$ cat src/rtl/reset_sequencer.sv
// ============================================================================
//  Module      : reset_sequencer
//  Description : Ordered, synchronously released, active-high subdomain
//                resets with software restart path, ready flag and
//                last-reset-cause register.
//                Optional watchdog: define RESET_SEQUENCER_WATCHDOG_EN.
//  Revision    : 1.0 - initial release
// ============================================================================
`default_nettype none

module reset_sequencer #(
  parameter int SYNC_STAGES = 2,
  parameter int HOLD_CYCLES = 16,
  parameter int STAGES      = 3,
  parameter int STAGE_GAP   = 4,
  parameter int WDT_TIMEOUT = 1024
) (
  input  logic              clk,
  input  logic              rst_n,
  input  logic              sw_rst_req,
  input  logic              wdt_kick,
  output logic [STAGES-1:0] rst_out,
  output logic              ready,
  output logic [1:0]        cause
);

  localparam int MAX_HG  = (HOLD_CYCLES > STAGE_GAP) ? HOLD_CYCLES : STAGE_GAP;
  localparam int MAX_ALL = (MAX_HG > WDT_TIMEOUT) ? MAX_HG : WDT_TIMEOUT;
  localparam int CNT_W   = $clog2(MAX_ALL) + 1;
  localparam int IDX_W   = (STAGES > 1) ? $clog2(STAGES) : 1;

  localparam logic [CNT_W-1:0] HOLD_LAST = CNT_W'(HOLD_CYCLES - 1);
  localparam logic [CNT_W-1:0] GAP_LAST  = CNT_W'(STAGE_GAP - 1);
  localparam logic [IDX_W-1:0] IDX_LAST  = IDX_W'(STAGES - 1);
  localparam logic [IDX_W-1:0] IDX_ONE   = IDX_W'(1);

  localparam logic [1:0] CAUSE_EXT = 2'b00;
  localparam logic [1:0] CAUSE_SW  = 2'b01;

`ifdef RESET_SEQUENCER_WATCHDOG_EN
  localparam logic [1:0]       CAUSE_WDT = 2'b10;
  localparam logic [CNT_W-1:0] WDT_LAST  = CNT_W'(WDT_TIMEOUT - 1);
`else
  // Watchdog service input has no function in this build.
  logic unused_wdt_kick;
  assign unused_wdt_kick = wdt_kick;
`endif

  typedef enum logic [1:0] {
    SYNC    = 2'd0,
    HOLD    = 2'd1,
    RELEASE = 2'd2,
    RUN     = 2'd3
  } state_t;

  state_t              state, state_nxt;
  logic [CNT_W-1:0]    cnt, cnt_nxt;     // hold / gap / watchdog counter
  logic [IDX_W-1:0]    idx, idx_nxt;     // next stage to release
  logic [STAGES-1:0]   rst_nxt;
  logic                ready_nxt;
  logic [1:0]          cause_nxt;

  // The FSM state register acts as the final synchronizer flop, so the
  // explicit chain holds SYNC_STAGES-1 flops; HOLD is entered on the edge
  // where the deassertion has passed SYNC_STAGES flops in total.
  logic [SYNC_STAGES-2:0] sync_chain;

  generate
    if (SYNC_STAGES == 2) begin : g_sync_single
      // Single explicit synchronizer flop captures the released reset.
      always_ff @(posedge clk or negedge rst_n) begin
        if (!rst_n) sync_chain <= '0;
        else        sync_chain <= 1'b1;
      end
    end else begin : g_sync_multi
      // Shift a one through the synchronizer chain after reset release.
      always_ff @(posedge clk or negedge rst_n) begin
        if (!rst_n) sync_chain <= '0;
        else        sync_chain <= {sync_chain[SYNC_STAGES-3:0], 1'b1};
      end
    end
  endgenerate

  // State and output registers; reset assertion is immediate.
  always_ff @(posedge clk or negedge rst_n) begin
    if (!rst_n) begin
      state   <= SYNC;
      cnt     <= '0;
      idx     <= '0;
      rst_out <= '1;
      ready   <= 1'b0;
      cause   <= CAUSE_EXT;
    end else begin
      state   <= state_nxt;
      cnt     <= cnt_nxt;
      idx     <= idx_nxt;
      rst_out <= rst_nxt;
      ready   <= ready_nxt;
      cause   <= cause_nxt;
    end
  end

  // Next-state, counter and output sequencing.
  always_comb begin
    state_nxt = state;
    cnt_nxt   = cnt;
    idx_nxt   = idx;
    rst_nxt   = rst_out;
    ready_nxt = ready;
    cause_nxt = cause;

    case (state)
      SYNC: begin
        if (sync_chain[SYNC_STAGES-2]) begin
          state_nxt = HOLD;
          cnt_nxt   = '0;
        end
      end

      HOLD: begin
        if (cnt == HOLD_LAST) begin
          // Stage 0 is released on the HOLD exit edge itself.
          rst_nxt[0] = 1'b0;
          cnt_nxt    = '0;
          if (STAGES == 1) begin
            state_nxt = RUN;
            ready_nxt = 1'b1;
            idx_nxt   = '0;
          end else begin
            state_nxt = RELEASE;
            idx_nxt   = IDX_ONE;
          end
        end else begin
          cnt_nxt = cnt + 1'b1;
        end
      end

      RELEASE: begin
        if (cnt == GAP_LAST) begin
          rst_nxt[idx] = 1'b0;
          cnt_nxt      = '0;
          if (idx == IDX_LAST) begin
            state_nxt = RUN;
            ready_nxt = 1'b1;
          end else begin
            idx_nxt = idx + 1'b1;
          end
        end else begin
          cnt_nxt = cnt + 1'b1;
        end
      end

      RUN: begin
        // Software request outranks watchdog expiry; a kick outranks expiry.
        if (sw_rst_req) begin
          state_nxt = HOLD;
          cnt_nxt   = '0;
          idx_nxt   = '0;
          rst_nxt   = '1;
          ready_nxt = 1'b0;
          cause_nxt = CAUSE_SW;
        end
`ifdef RESET_SEQUENCER_WATCHDOG_EN
        else if (wdt_kick) begin
          cnt_nxt = '0;
        end else if (cnt == WDT_LAST) begin
          state_nxt = HOLD;
          cnt_nxt   = '0;
          idx_nxt   = '0;
          rst_nxt   = '1;
          ready_nxt = 1'b0;
          cause_nxt = CAUSE_WDT;
        end else begin
          cnt_nxt = cnt + 1'b1;
        end
`endif
      end

      default: begin
        state_nxt = SYNC;
      end
    endcase
  end

endmodule

`default_nettype wire

$ cat config.mk
export PLATFORM = sky130hd
export DESIGN_NAME = reset_sequencer
export DESIGN_NICKNAME = d
export VERILOG_FILES = /design/src/rtl/reset_sequencer.sv
export SDC_FILE = /design/constraint.sdc
export NUM_CORES = 1
export LEC_CHECK = 0
export ABC_CLOCK_PERIOD_IN_PS = 2800
export BUFFER_PORTS_ARGS = -buffer_cell sky130_fd_sc_hd__buf_2
export CORE_MARGIN = 2
export CORE_UTILIZATION = 45
export DETAILED_ROUTE_END_ITERATION = 8
export HOLD_SLACK_MARGIN = 0.1
export SETUP_SLACK_MARGIN = 0.4
export SLEW_MARGIN = 20
export SYNTH_ARGS = -nofsm -noshare
export SYNTH_HDL_FRONTEND = slang
export SYNTH_SLANG_ARGS = --single-unit
$ cat constraint.sdc
create_clock -name clk -period 2.8 [get_ports clk]
set_input_delay 0.28 -clock clk [delete_from_list [all_inputs] [get_ports clk]]
set_output_delay 0.28 -clock clk [all_outputs]
set_load 0.01 [all_outputs]
==> impl_metrics.json <==
{
  "final_common_cell": "dfrtp_1",
  "grt_pass1_vias": 928,
  "relSlewSlack_pct": 66.9,
  "endpoint_kind": "flip-flop",
  "start_util_pct": 46.7,
  "vias": 971,
  "vias_per_cell": 5.42,
  "setup_viol": 0,
  "clock_latency_ps": 300,
  "crit_family": "simple AND/OR/NAND/NOR gates",
  "utilization_pct": 50.5,
  "syn_to_final_growth_pct": 8.10,
  "ir_drop_v": 0.000788,
  "fmax_ghz": 0.444,
  "numCtsBuffers": 3,
  "dr.first_iter.drc_count": 22,
  "nets": 162,
  "wl_per_cell_um": 13.5,
  "post_cts_buffers": 0,
  "async_flop_share_pct": 100,
  "ctsHtreeMaxLevel": 1,
  "period_needed_ps": 2250,
  "ys_warn_count": 0,
  "synth_ff_type": "dfrtp_1",
  "critical_path.max_stage_delay_ps": 510,
  "clk_pin_slew_ps": 120,
  "crit_chain": "ha_1 > or3b_2 > o31ai_4 > nand4_2 > or3_1 > nand3_1",
  "cp.required_ps": 3050,
  "period_share_pct": 80.4,
  "n_antenna_cell": 0,
  "ys_types": 35,
  "die_h_um": 57.0,
  "power.density_mw_per_mm2": 870,
  "cts_tree": "yes",
  "gp_congestion": 0.762,
  "cts.sinks": 21,
  "tns_ps": 0,
  "ys_seq_elements": 21,
  "final_cell_mix": "18 x dfrtp_1, 17 x nand2_1, 13 x inv_1, 13 x nand3_1, 10 x a21oi_1",
  "synth_fp_nets": 151,
  "dpl_worst_slack_ps": 593,
  "rsz0062_at_grt": "false",
  "p_leak_nw": 0.611,
  "final_hold_viol_count": 0,
  "core_area_mm2": 0.00271,
  "dieArea_mm2": 0.00325,
  "netlist_area_mm2": 0.00127,
  "clock_skew_ps": 1.46,
  "drtAntennaViolNets": 0,
  "drc": 0,
  "grt_max_degree": 22,
  "worstMarginPinSlew_ps": 493,
  "hp-class": "in -> reg",
  "slew_viol_final": 0,
  "ctsRootBufferMaster": "clkbuf_4",
  "avgSynthCellArea_um2": 9.18,
  "fin_ws_ps": 549,
  "drive_above_1_share_pct": 14.2,
  "cts-resized-gates": 0,
  "crit_buf_inv": 0,
  "arrival_ps": 2500,
  "synthesis.instances": 138,
  "max-cap-violations": 0,
  "dp.final_hpwl_mm": 1.74,
  "track_usage_pct": 16.6,
  "placementRows": 19,
  "synth-edff-count": 0,
  "hold_ws_ps": 274,
  "status": "completed",
  "cts.hold.buffers_added": 1,
  "crit_fanout": 6,
  "overflow": 0,
  "grt_first_pass_wirelength_mm": 4.32,
  "antenna_found_initial": 0,
  "cp-start-kind": "flip-flop",
  "worstSetupPathType": "reg -> reg",
  "portBuffers": 7,
  "clk_path_buf_depth": 2,
  "cp_slowest_cell": "or3b_2",
  "die_w_um": 57.0,
  "num_io_pins": 10,
  "first_pass_iters": 4,
  "synth-seq-area-share_pct": 41.8,
  "wirelength_mm": 2.41
}
[metrics by stage]
stage	cell area [µm²]	power, mW	std cells
after floorplan	1270	0.893	138
after global placement	1330	1.03	174
after detailed placement	1330	1.05	174
after CTS	1370	1.21	179
after global routing	1370	1.31	179
final	1370	1.19	179
[per-layer routing]
layer	vias to the layer above	part of all wire (%)	global-route usage [%]
li1	511	-	-
met1	442	54	25.9
met4	0	0.87	2.99
met3	4	3.2	2.72
met2	14	42	24.5
met5	-	0	0
[layout make-up]
type,count,area [µm²]
sequential,21,529
multi-input combinational,101,673
tap,31,38.8
inverter,13,48.8
fill,273,1340
timing repair buffer,9,52.6
clock buffer,4,26.3
[state kept, by name, summed over array words and instances (netlist names)]
register    count
cnt            11
cause           1
sync_chain      1
state           2
ready           1
rst_out         3
idx             2
[cell usage after synthesis, drive strengths merged, types with 2 or more instances]
cell type	instances	area [µm²]
nand3	13	65.1
a21oi	11	58.8
nand2	17	63.8
dfrtp	18	450
nand2b	2	12.5
dfstp	3	78.8
clkbuf	2	7.51
mux2i	2	20.0
ha	9	113
o21ai	10	50.0
o22ai	2	12.5
a21o	2	15.0
o311ai	3	26.3
or4	2	18.8
conb	2	7.51
o31ai	2	42.5
or3	5	31.3
nor2	2	7.51
and3	4	25.0
nor3	3	15.0
inv	13	48.8
[power breakdown]
part,internal [mW],switching [mW]
Sequential,0.381,0.0559
Combinational,0.235,0.368
Clock,0.0556,0.0945
[cell families (layout without fill, tap and decap cells)]
group | count (synthesis) | in the layout | share of synthesized area, %
other cells | 2 | 2 | 0.593
simple gates | 53 | 53 | 22.3
buf+inv | 16 | 26 | 5.04
flops | 21 | 21 | 41.8
fa+ha+maj | 9 | 9 | 8.89
compound gates | 35 | 35 | 19.8
mux | 2 | 2 | 1.58
[worst paths after layout]
check	slack, ps	startpoint	endpoint	depth (start not counted)
max in group asynchronous	2000	rst_n	rst_out[2]	2
hold / removal	270	sw_rst_req	rst_out[2]	3
min in group asynchronous	450	rst_n	cnt[7]	2
setup reg to reg	550	cnt[0]	idx[1]	6
hold reg to reg	480	cause[0]	cause[0]	1
setup / recovery	550	cnt[0]	idx[1]	6
[worst min-delay path, delay by kind of cell]
kind | cells | cell delay, ps
compound gates | 2 | 190
buf+inv | 1 | 120
Power figures use the tool's default switching activity.
